**src/rtl/uart_result_pkg.sv**
```systemverilog
// ----------------------------------------------------------------------------
// uart_result_pkg : shared constants and state types for the result receiver
// Rev 1.0
// ----------------------------------------------------------------------------
`default_nettype none

package uart_result_pkg;

  localparam logic [7:0] MARKER_BYTE          = 8'h00;
  localparam logic [1:0] DATA_TAG             = 2'b01;
  localparam int         DEFAULT_CLKS_PER_BIT = 434;

  typedef enum logic [1:0] {
    REC_HUNT = 2'd0,
    REC_B1   = 2'd1,
    REC_B2   = 2'd2,
    REC_B3   = 2'd3
  } rec_state_t;

  typedef enum logic [1:0] {
    RX_IDLE  = 2'd0,
    RX_START = 2'd1,
    RX_DATA  = 2'd2,
    RX_STOP  = 2'd3
  } rx_state_t;

endpackage

`default_nettype wire

```
**src/rtl/uart_rx_byte.sv**
```systemverilog
// ----------------------------------------------------------------------------
// uart_rx_byte : 8N1 deserialiser with line synchroniser and start-glitch reject
// Rev 1.0
// ----------------------------------------------------------------------------
`default_nettype none

module uart_rx_byte
  import uart_result_pkg::*;
#(
  parameter int CLKS_PER_BIT = DEFAULT_CLKS_PER_BIT
) (
  input  logic       clk,
  input  logic       reset_n,
  input  logic       uart_rxd,
  output logic [7:0] byte_data,
  output logic       byte_valid,
  output logic       frame_error
);

  localparam int CNT_W = (CLKS_PER_BIT > 2) ? $clog2(CLKS_PER_BIT) : 1;
  localparam logic [CNT_W-1:0] c_bit_last  = CNT_W'(CLKS_PER_BIT - 1);
  localparam logic [CNT_W-1:0] c_half_last = CNT_W'(CLKS_PER_BIT / 2 - 1);

  logic             r_sync1, r_sync2, r_prev;
  logic             w_fall;
  rx_state_t        r_state, w_state_n;
  logic [CNT_W-1:0] r_cnt, w_cnt_n;
  logic [2:0]       r_bit, w_bit_n;
  logic [7:0]       r_shift, w_shift_n;
  logic [7:0]       r_data, w_data_n;
  logic             r_valid, w_valid_n;
  logic             r_ferr, w_ferr_n;

  // Presetting high keeps an idle line from looking like a start edge after reset
  always_ff @(posedge clk or negedge reset_n) begin
    if (!reset_n) begin
      r_sync1 <= 1'b1;
      r_sync2 <= 1'b1;
      r_prev  <= 1'b1;
    end else begin
      r_sync1 <= uart_rxd;
      r_sync2 <= r_sync1;
      r_prev  <= r_sync2;
    end
  end

  assign w_fall = r_prev & ~r_sync2;

  always_ff @(posedge clk or negedge reset_n) begin
    if (!reset_n) begin
      r_state <= RX_IDLE;
      r_cnt   <= '0;
      r_bit   <= '0;
      r_shift <= '0;
      r_data  <= '0;
      r_valid <= 1'b0;
      r_ferr  <= 1'b0;
    end else begin
      r_state <= w_state_n;
      r_cnt   <= w_cnt_n;
      r_bit   <= w_bit_n;
      r_shift <= w_shift_n;
      r_data  <= w_data_n;
      r_valid <= w_valid_n;
      r_ferr  <= w_ferr_n;
    end
  end

  always_comb begin
    w_state_n = r_state;
    w_cnt_n   = r_cnt + 1'b1;
    w_bit_n   = r_bit;
    w_shift_n = r_shift;
    w_data_n  = r_data;
    w_valid_n = 1'b0;
    w_ferr_n  = 1'b0;
    case (r_state)
      RX_IDLE: begin
        w_cnt_n = '0;
        if (w_fall) begin
          w_state_n = RX_START;
          w_bit_n   = '0;
        end
      end
      RX_START: begin
        if (r_cnt == c_half_last) begin
          w_cnt_n   = '0;
          w_state_n = r_sync2 ? RX_IDLE : RX_DATA;
        end
      end
      RX_DATA: begin
        if (r_cnt == c_bit_last) begin
          w_cnt_n   = '0;
          w_shift_n = {r_sync2, r_shift[7:1]};
          w_bit_n   = r_bit + 3'd1;
          if (r_bit == 3'd7) begin
            w_state_n = RX_STOP;
          end
        end
      end
      RX_STOP: begin
        if (r_cnt == c_bit_last) begin
          w_cnt_n   = '0;
          w_state_n = RX_IDLE;
          if (r_sync2) begin
            w_valid_n = 1'b1;
            w_data_n  = r_shift;
          end else begin
            w_ferr_n  = 1'b1;
          end
        end
      end
      default: w_state_n = RX_IDLE;
    endcase
  end

  assign byte_data   = r_data;
  assign byte_valid  = r_valid;
  assign frame_error = r_ferr;

endmodule

`default_nettype wire

```
**src/rtl/uart_result_rx.sv**
```systemverilog
// ----------------------------------------------------------------------------
// uart_result_rx : decodes marker + three tagged bytes into 16-bit error counts
// Rev 1.0
// ----------------------------------------------------------------------------
`default_nettype none

module uart_result_rx
  import uart_result_pkg::*;
#(
  parameter int CLKS_PER_BIT = DEFAULT_CLKS_PER_BIT,
  parameter int IDX_W        = 9
) (
  input  logic             clk,
  input  logic             reset_n,
  input  logic             uart_rxd,
  input  logic             clear,
  output logic [7:0]       byte_data,
  output logic             byte_valid,
  output logic             frame_error,
  output logic             record_valid,
  output logic [15:0]      record_count,
  output logic [IDX_W-1:0] record_index,
  output logic             first_fail_valid,
  output logic [IDX_W-1:0] first_fail_index,
  output logic             proto_error
);

  localparam logic [IDX_W-1:0] c_idx_max = {IDX_W{1'b1}};

  logic [7:0]       w_byte;
  logic             w_byte_valid, w_frame_error;
  logic             w_is_marker, w_is_data;
  logic [15:0]      w_new_count;

  rec_state_t       r_state, w_state_n;
  logic [5:0]       r_lo, w_lo_n, r_mid, w_mid_n;
  logic [IDX_W-1:0] r_next_idx, w_next_idx_n;
  logic [15:0]      r_count, w_count_n;
  logic [IDX_W-1:0] r_index, w_index_n;
  logic             r_rec_valid, w_rec_valid_n;
  logic             r_proto, w_proto_n;
  logic             r_ff_valid, w_ff_valid_n;
  logic [IDX_W-1:0] r_ff_index, w_ff_index_n;

  uart_rx_byte #(
    .CLKS_PER_BIT (CLKS_PER_BIT)
  ) u_rx (
    .clk         (clk),
    .reset_n     (reset_n),
    .uart_rxd    (uart_rxd),
    .byte_data   (w_byte),
    .byte_valid  (w_byte_valid),
    .frame_error (w_frame_error)
  );

  assign w_is_marker = (w_byte == MARKER_BYTE);
  assign w_is_data   = (w_byte[7:6] == DATA_TAG);
  assign w_new_count = {w_byte[3:0], r_mid, r_lo};

  always_ff @(posedge clk or negedge reset_n) begin
    if (!reset_n) begin
      r_state     <= REC_HUNT;
      r_lo        <= '0;
      r_mid       <= '0;
      r_next_idx  <= '0;
      r_count     <= '0;
      r_index     <= '0;
      r_rec_valid <= 1'b0;
      r_proto     <= 1'b0;
      r_ff_valid  <= 1'b0;
      r_ff_index  <= '0;
    end else begin
      r_state     <= w_state_n;
      r_lo        <= w_lo_n;
      r_mid       <= w_mid_n;
      r_next_idx  <= w_next_idx_n;
      r_count     <= w_count_n;
      r_index     <= w_index_n;
      r_rec_valid <= w_rec_valid_n;
      r_proto     <= w_proto_n;
      r_ff_valid  <= w_ff_valid_n;
      r_ff_index  <= w_ff_index_n;
    end
  end

  always_comb begin
    w_state_n     = r_state;
    w_lo_n        = r_lo;
    w_mid_n       = r_mid;
    w_next_idx_n  = r_next_idx;
    w_count_n     = r_count;
    w_index_n     = r_index;
    w_rec_valid_n = 1'b0;
    w_proto_n     = 1'b0;
    w_ff_valid_n  = r_ff_valid;
    w_ff_index_n  = r_ff_index;

    if (w_frame_error) begin
      if (r_state != REC_HUNT) begin
        w_proto_n = 1'b1;
        w_state_n = REC_HUNT;
      end
    end else if (w_byte_valid) begin
      case (r_state)
        REC_HUNT: begin
          if (w_is_marker) w_state_n = REC_B1;
        end
        REC_B1, REC_B2: begin
          if (w_is_marker) begin
            w_proto_n = 1'b1;
            w_state_n = REC_B1;
          end else if (w_is_data) begin
            if (r_state == REC_B1) begin
              w_lo_n    = w_byte[5:0];
              w_state_n = REC_B2;
            end else begin
              w_mid_n   = w_byte[5:0];
              w_state_n = REC_B3;
            end
          end else begin
            w_proto_n = 1'b1;
            w_state_n = REC_HUNT;
          end
        end
        REC_B3: begin
          if (w_is_marker) begin
            w_proto_n = 1'b1;
            w_state_n = REC_B1;
          end else if (w_is_data && (w_byte[5:4] == 2'b00)) begin
            w_count_n     = w_new_count;
            w_index_n     = r_next_idx;
            w_rec_valid_n = 1'b1;
            w_state_n     = REC_HUNT;
            if (r_next_idx != c_idx_max) w_next_idx_n = r_next_idx + 1'b1;
            if ((w_new_count != 16'd0) && !r_ff_valid) begin
              w_ff_valid_n = 1'b1;
              w_ff_index_n = r_next_idx;
            end
          end else begin
            w_proto_n = 1'b1;
            w_state_n = REC_HUNT;
          end
        end
        default: w_state_n = REC_HUNT;
      endcase
    end

    // clear overrides a record completing in the same cycle
    if (clear) begin
      w_state_n     = REC_HUNT;
      w_next_idx_n  = '0;
      w_count_n     = '0;
      w_index_n     = '0;
      w_rec_valid_n = 1'b0;
      w_proto_n     = 1'b0;
      w_ff_valid_n  = 1'b0;
      w_ff_index_n  = '0;
    end
  end

  assign byte_data        = w_byte;
  assign byte_valid       = w_byte_valid;
  assign frame_error      = w_frame_error;
  assign record_valid     = r_rec_valid;
  assign record_count     = r_count;
  assign record_index     = r_index;
  assign first_fail_valid = r_ff_valid;
  assign first_fail_index = r_ff_index;
  assign proto_error      = r_proto;

endmodule

`default_nettype wire

```
**config.mk**
```make
export PLATFORM = sky130hd
export DESIGN_NAME = uart_result_rx
export DESIGN_NICKNAME = d
export VERILOG_FILES = /design/src/rtl/uart_result_pkg.sv /design/src/rtl/uart_rx_byte.sv /design/src/rtl/uart_result_rx.sv
export SDC_FILE = /design/constraint.sdc
export NUM_CORES = 1
export LEC_CHECK = 0
export CAP_MARGIN = 20
export CORE_UTILIZATION = 35
export CTS_CLUSTER_DIAMETER = 120
export DETAILED_ROUTE_END_ITERATION = 6
export GPL_ROUTABILITY_DRIVEN = 0
export HOLD_SLACK_MARGIN = 0.05
export PLACE_DENSITY = 0.58
export SYNTH_ARGS = -nofsm -noshare
export SYNTH_HDL_FRONTEND = slang
export SYNTH_HIERARCHICAL = 1
export SYNTH_SLANG_ARGS = --single-unit
```
**constraint.sdc**
```tcl
create_clock -name clk -period 4 [get_ports clk]
set_input_delay 0.8 -clock clk [delete_from_list [all_inputs] [get_ports clk]]
set_output_delay 0.8 -clock clk [all_outputs]
set_load 0.02 [all_outputs]
```
==> results.md <==
* Wire per inst at 15.33 um
* Core area at between 0.01 and 0.015 mm2
* Final WL at between 9 and 10 mm
* Worst-case clock buffer depth at 2
* Post-synthesis cell count at just under 400
* Final setup viols at 0
* Global-route usage over all layers at approximately 16%
* Total power draw at slightly above 2 mW
* Outcome: finished, final reports clean
* Post-synth EDFFs at 0
* Sequential-to-total area share from yosys stat at a little under three fifths
* Die ar. at 0.01273 mm2
* RSZ-0062 raised after global routing: false
* Initial antenna violation count at 0
* Pre-antenna DRT Iters at 4
* Setup TNS at 0 ns
* Post-synth net total at around 400
* CP Data Required Time at ~4.2 ns
* Leakage at about 2.3 nW
* Fin. Hold Viols at 0
* 1st-iter DRT viols at between 150 and 200
* Synth cell types at 54
* Fillers at around 1,200
* Starting Density at 35.80%
* Post-CTS Setup Bufs at 0
* Worst-path clk slew at roughly 0.070 ns
* Max Clk Rate at 395.2 MHz
* Synth-to-Final Area Change at 22.64%
* Max-cap check violation count at 0
* Row Count at 40
* Hold Crit Class: input port to async pin
* Drt via density at 5.183
* Crit path launch type: flop
* Final period util at a little over three fifths
* Largest net degree at the start of global routing at 80
* Clock tree from TritonCTS: yes
* Worst vdd rail ir drop at ~0.00036 V
* Pins Over Slew Limit at 0
* Port bufs at 50
* Most frequent cells in the layout: 92 x dfrtp_1, 72 x nand2_1, 49 x clkdlybuf4s50_1, 32 x a21oi_1, 26 x nor2_1
* Hpwl dp at ~6.1 mm
* GRT Residual Overflow at 0
* Asr flop ratio synth at 100.0%
* Vias in the first global route at 3,083
* Clock skew at around 0.011 ns
* Final ANT Viol Nets at 0
* Ports at about 50
* CTS buffer count at 9
* Gates resized, CTS repair at 0
* Worst skew pair latency at 0.35 ns
* Placed Cells at 574
* Fin nets at 454
* Via count at 3,063
* Pwr dens at between 300 and 400 mW/mm2
* Post-Syn Area per Cell at roughly 11 um2
* First-pass GRT wire length at approximately 16 mm
* Die H at about 110 um
* Relative slew slack at approximately 46%
* Critical Path AT at roughly 2.8 ns
* Hold Buf Count CTS at 0
* DP Worst Slack at around 1.4 ns
* Post-route DRC at 0
* Commonest non-fill, non-tap cell in the layout: dfrtp_1
* Non-Filler Instances at between 500 and 600
* Final worst slack at about 1.5 ns
* Ys Warns at 6
* Layout cell share with drive strength beyond 1 at between 10% and 20%
* Htree depth at 3
* Crit. End Element: flop
* CTS root buffer: clkbuf_16
* Die width at around 110 um
* Least-Margin Pin Slew at just over 0.8 ns
* Critical path type: flop to flop
* Clock sinks at 95
* Netlist Area Pre-Place at 0.004300 mm2
* Worst-path maximum fanout at 20
* Register bit total from synthesis at 95
* Final critical-path required period at 2.531 ns
* Ant. Diodes at 0
* Top FF cell, synth: dfrtp_1
## final timing paths
| kind | start | endpoint | slack [ns] | depth (start not counted) |
|---|---|---|---|---|
| hold reg to reg | u_rx/r_sync1 | u_rx/r_sync2 | 0.36 | 0 |
| min in group clk | u_rx/r_sync1 | u_rx/r_sync2 | 0.36 | 0 |
| setup / recovery | u_rx/frame_error | first_fail_index[5] | 1.47 | 4 |
| max in group asynchronous | reset_n | r_mid[3] | 2.77 | 3 |
| hold / removal | reset_n | record_count[14] | 0.36 | 1 |
| setup reg to reg | u_rx/frame_error | first_fail_index[5] | 1.47 | 4 |
## stage by stage
| stage | instance area, um2 | util, % | hold WS [ns] |
|---|---|---|---|
| detailed placement | 4935 | 41.08 | 0.3482 |
| CTS | 5246 | 43.68 | 0.3551 |
| global placement | 4935 | 41.08 | 0.3471 |
| finish | 5274 | 43.91 | 0.3603 |
| floorplan | 4300 | - | 0.3452 |
| global route | 5274 | 43.91 | 0.3557 |
## layer usage
layer	up-vias	GRT usage (%)	wire (um)
li1	1488	-	-
met2	65	23.83	4288
met5	-	0	0
met3	5	5.463	445
met1	1505	20.84	4252
met4	0	4.889	76
## kinds of logic after synthesis
family,Yosys count,share of synthesized area (%)
AND/OR/NAND/NOR,161,19.70
adder cells (fa/ha/maj),11,3.200
multiplexers,31,8.729
XOR/XNOR,8,1.629
flip-flops,95,55.37
buffers and inverters,24,2.415
AO/OA/AOI/OAI,60,8.962
## power breakdown
| part | internal (mW) | leakage (nW) | switching (mW) |
|---|---|---|---|
| Clock | 0.511 | 0.151 | 0.382 |
| Sequential | 0.989 | 1.31 | 0.0462 |
| Combinational | 0.0478 | 0.884 | 0.0680 |
| Total | 1.55 | 2.34 | 0.496 |
## registers in the layout, indices dropped and copies added, names as in the netlist, named ones only
name              flops
u_rx/byte_valid       1
r_lo                  6
proto_error           1
u_rx/r_cnt            9
record_index          9
u_rx/r_prev           1
r_next_idx            9
u_rx/r_state          1
u_rx/r_sync2          1
u_rx/frame_error      1
u_rx/byte_data        8
u_rx/r_sync1          1
u_rx/r_shift          8
record_valid          1
record_count         16
first_fail_index      9
r_mid                 6
r_state               2
u_rx/r_bit            3
first_fail_valid      1
## critical path, cell delays in order (launching register included)
cell,delay [ns]
dfrtp_1,0.43
and4bb_2,0.36
nand3_1,0.58
or3_1,0.74
a31o_2,0.30
## Yosys cell counts, types with 8 or more instances
master    number  share of area (%)
a21oi_1       32                3.7
clkbuf_1       8               0.70
dfrtp_1       92                 54
mux2_4         8                2.8
ha_1          11                3.2
a31o_2        12                2.4
mux2_2        20                5.2
nand2_1       72                6.3
nor2_1        26                2.3
nor4_1        14                2.0
nand3_1       13                1.5
## area by class of cell
type / count / area [um2] / share of cell area [%]
clock buffer: 10 / 239.0 / 4.531
timing repair buffer: 55 / 555.5 / 10.53
inverter: 7 / 26.28 / 0.4982
multi-input combinational: 271 / 1815 / 34.42
tap: 147 / 183.9 / 3.488
sequential: 95 / 2381 / 45.15
clock inverter: 6 / 72.57 / 1.376
(Power assumes the default switching activity.)
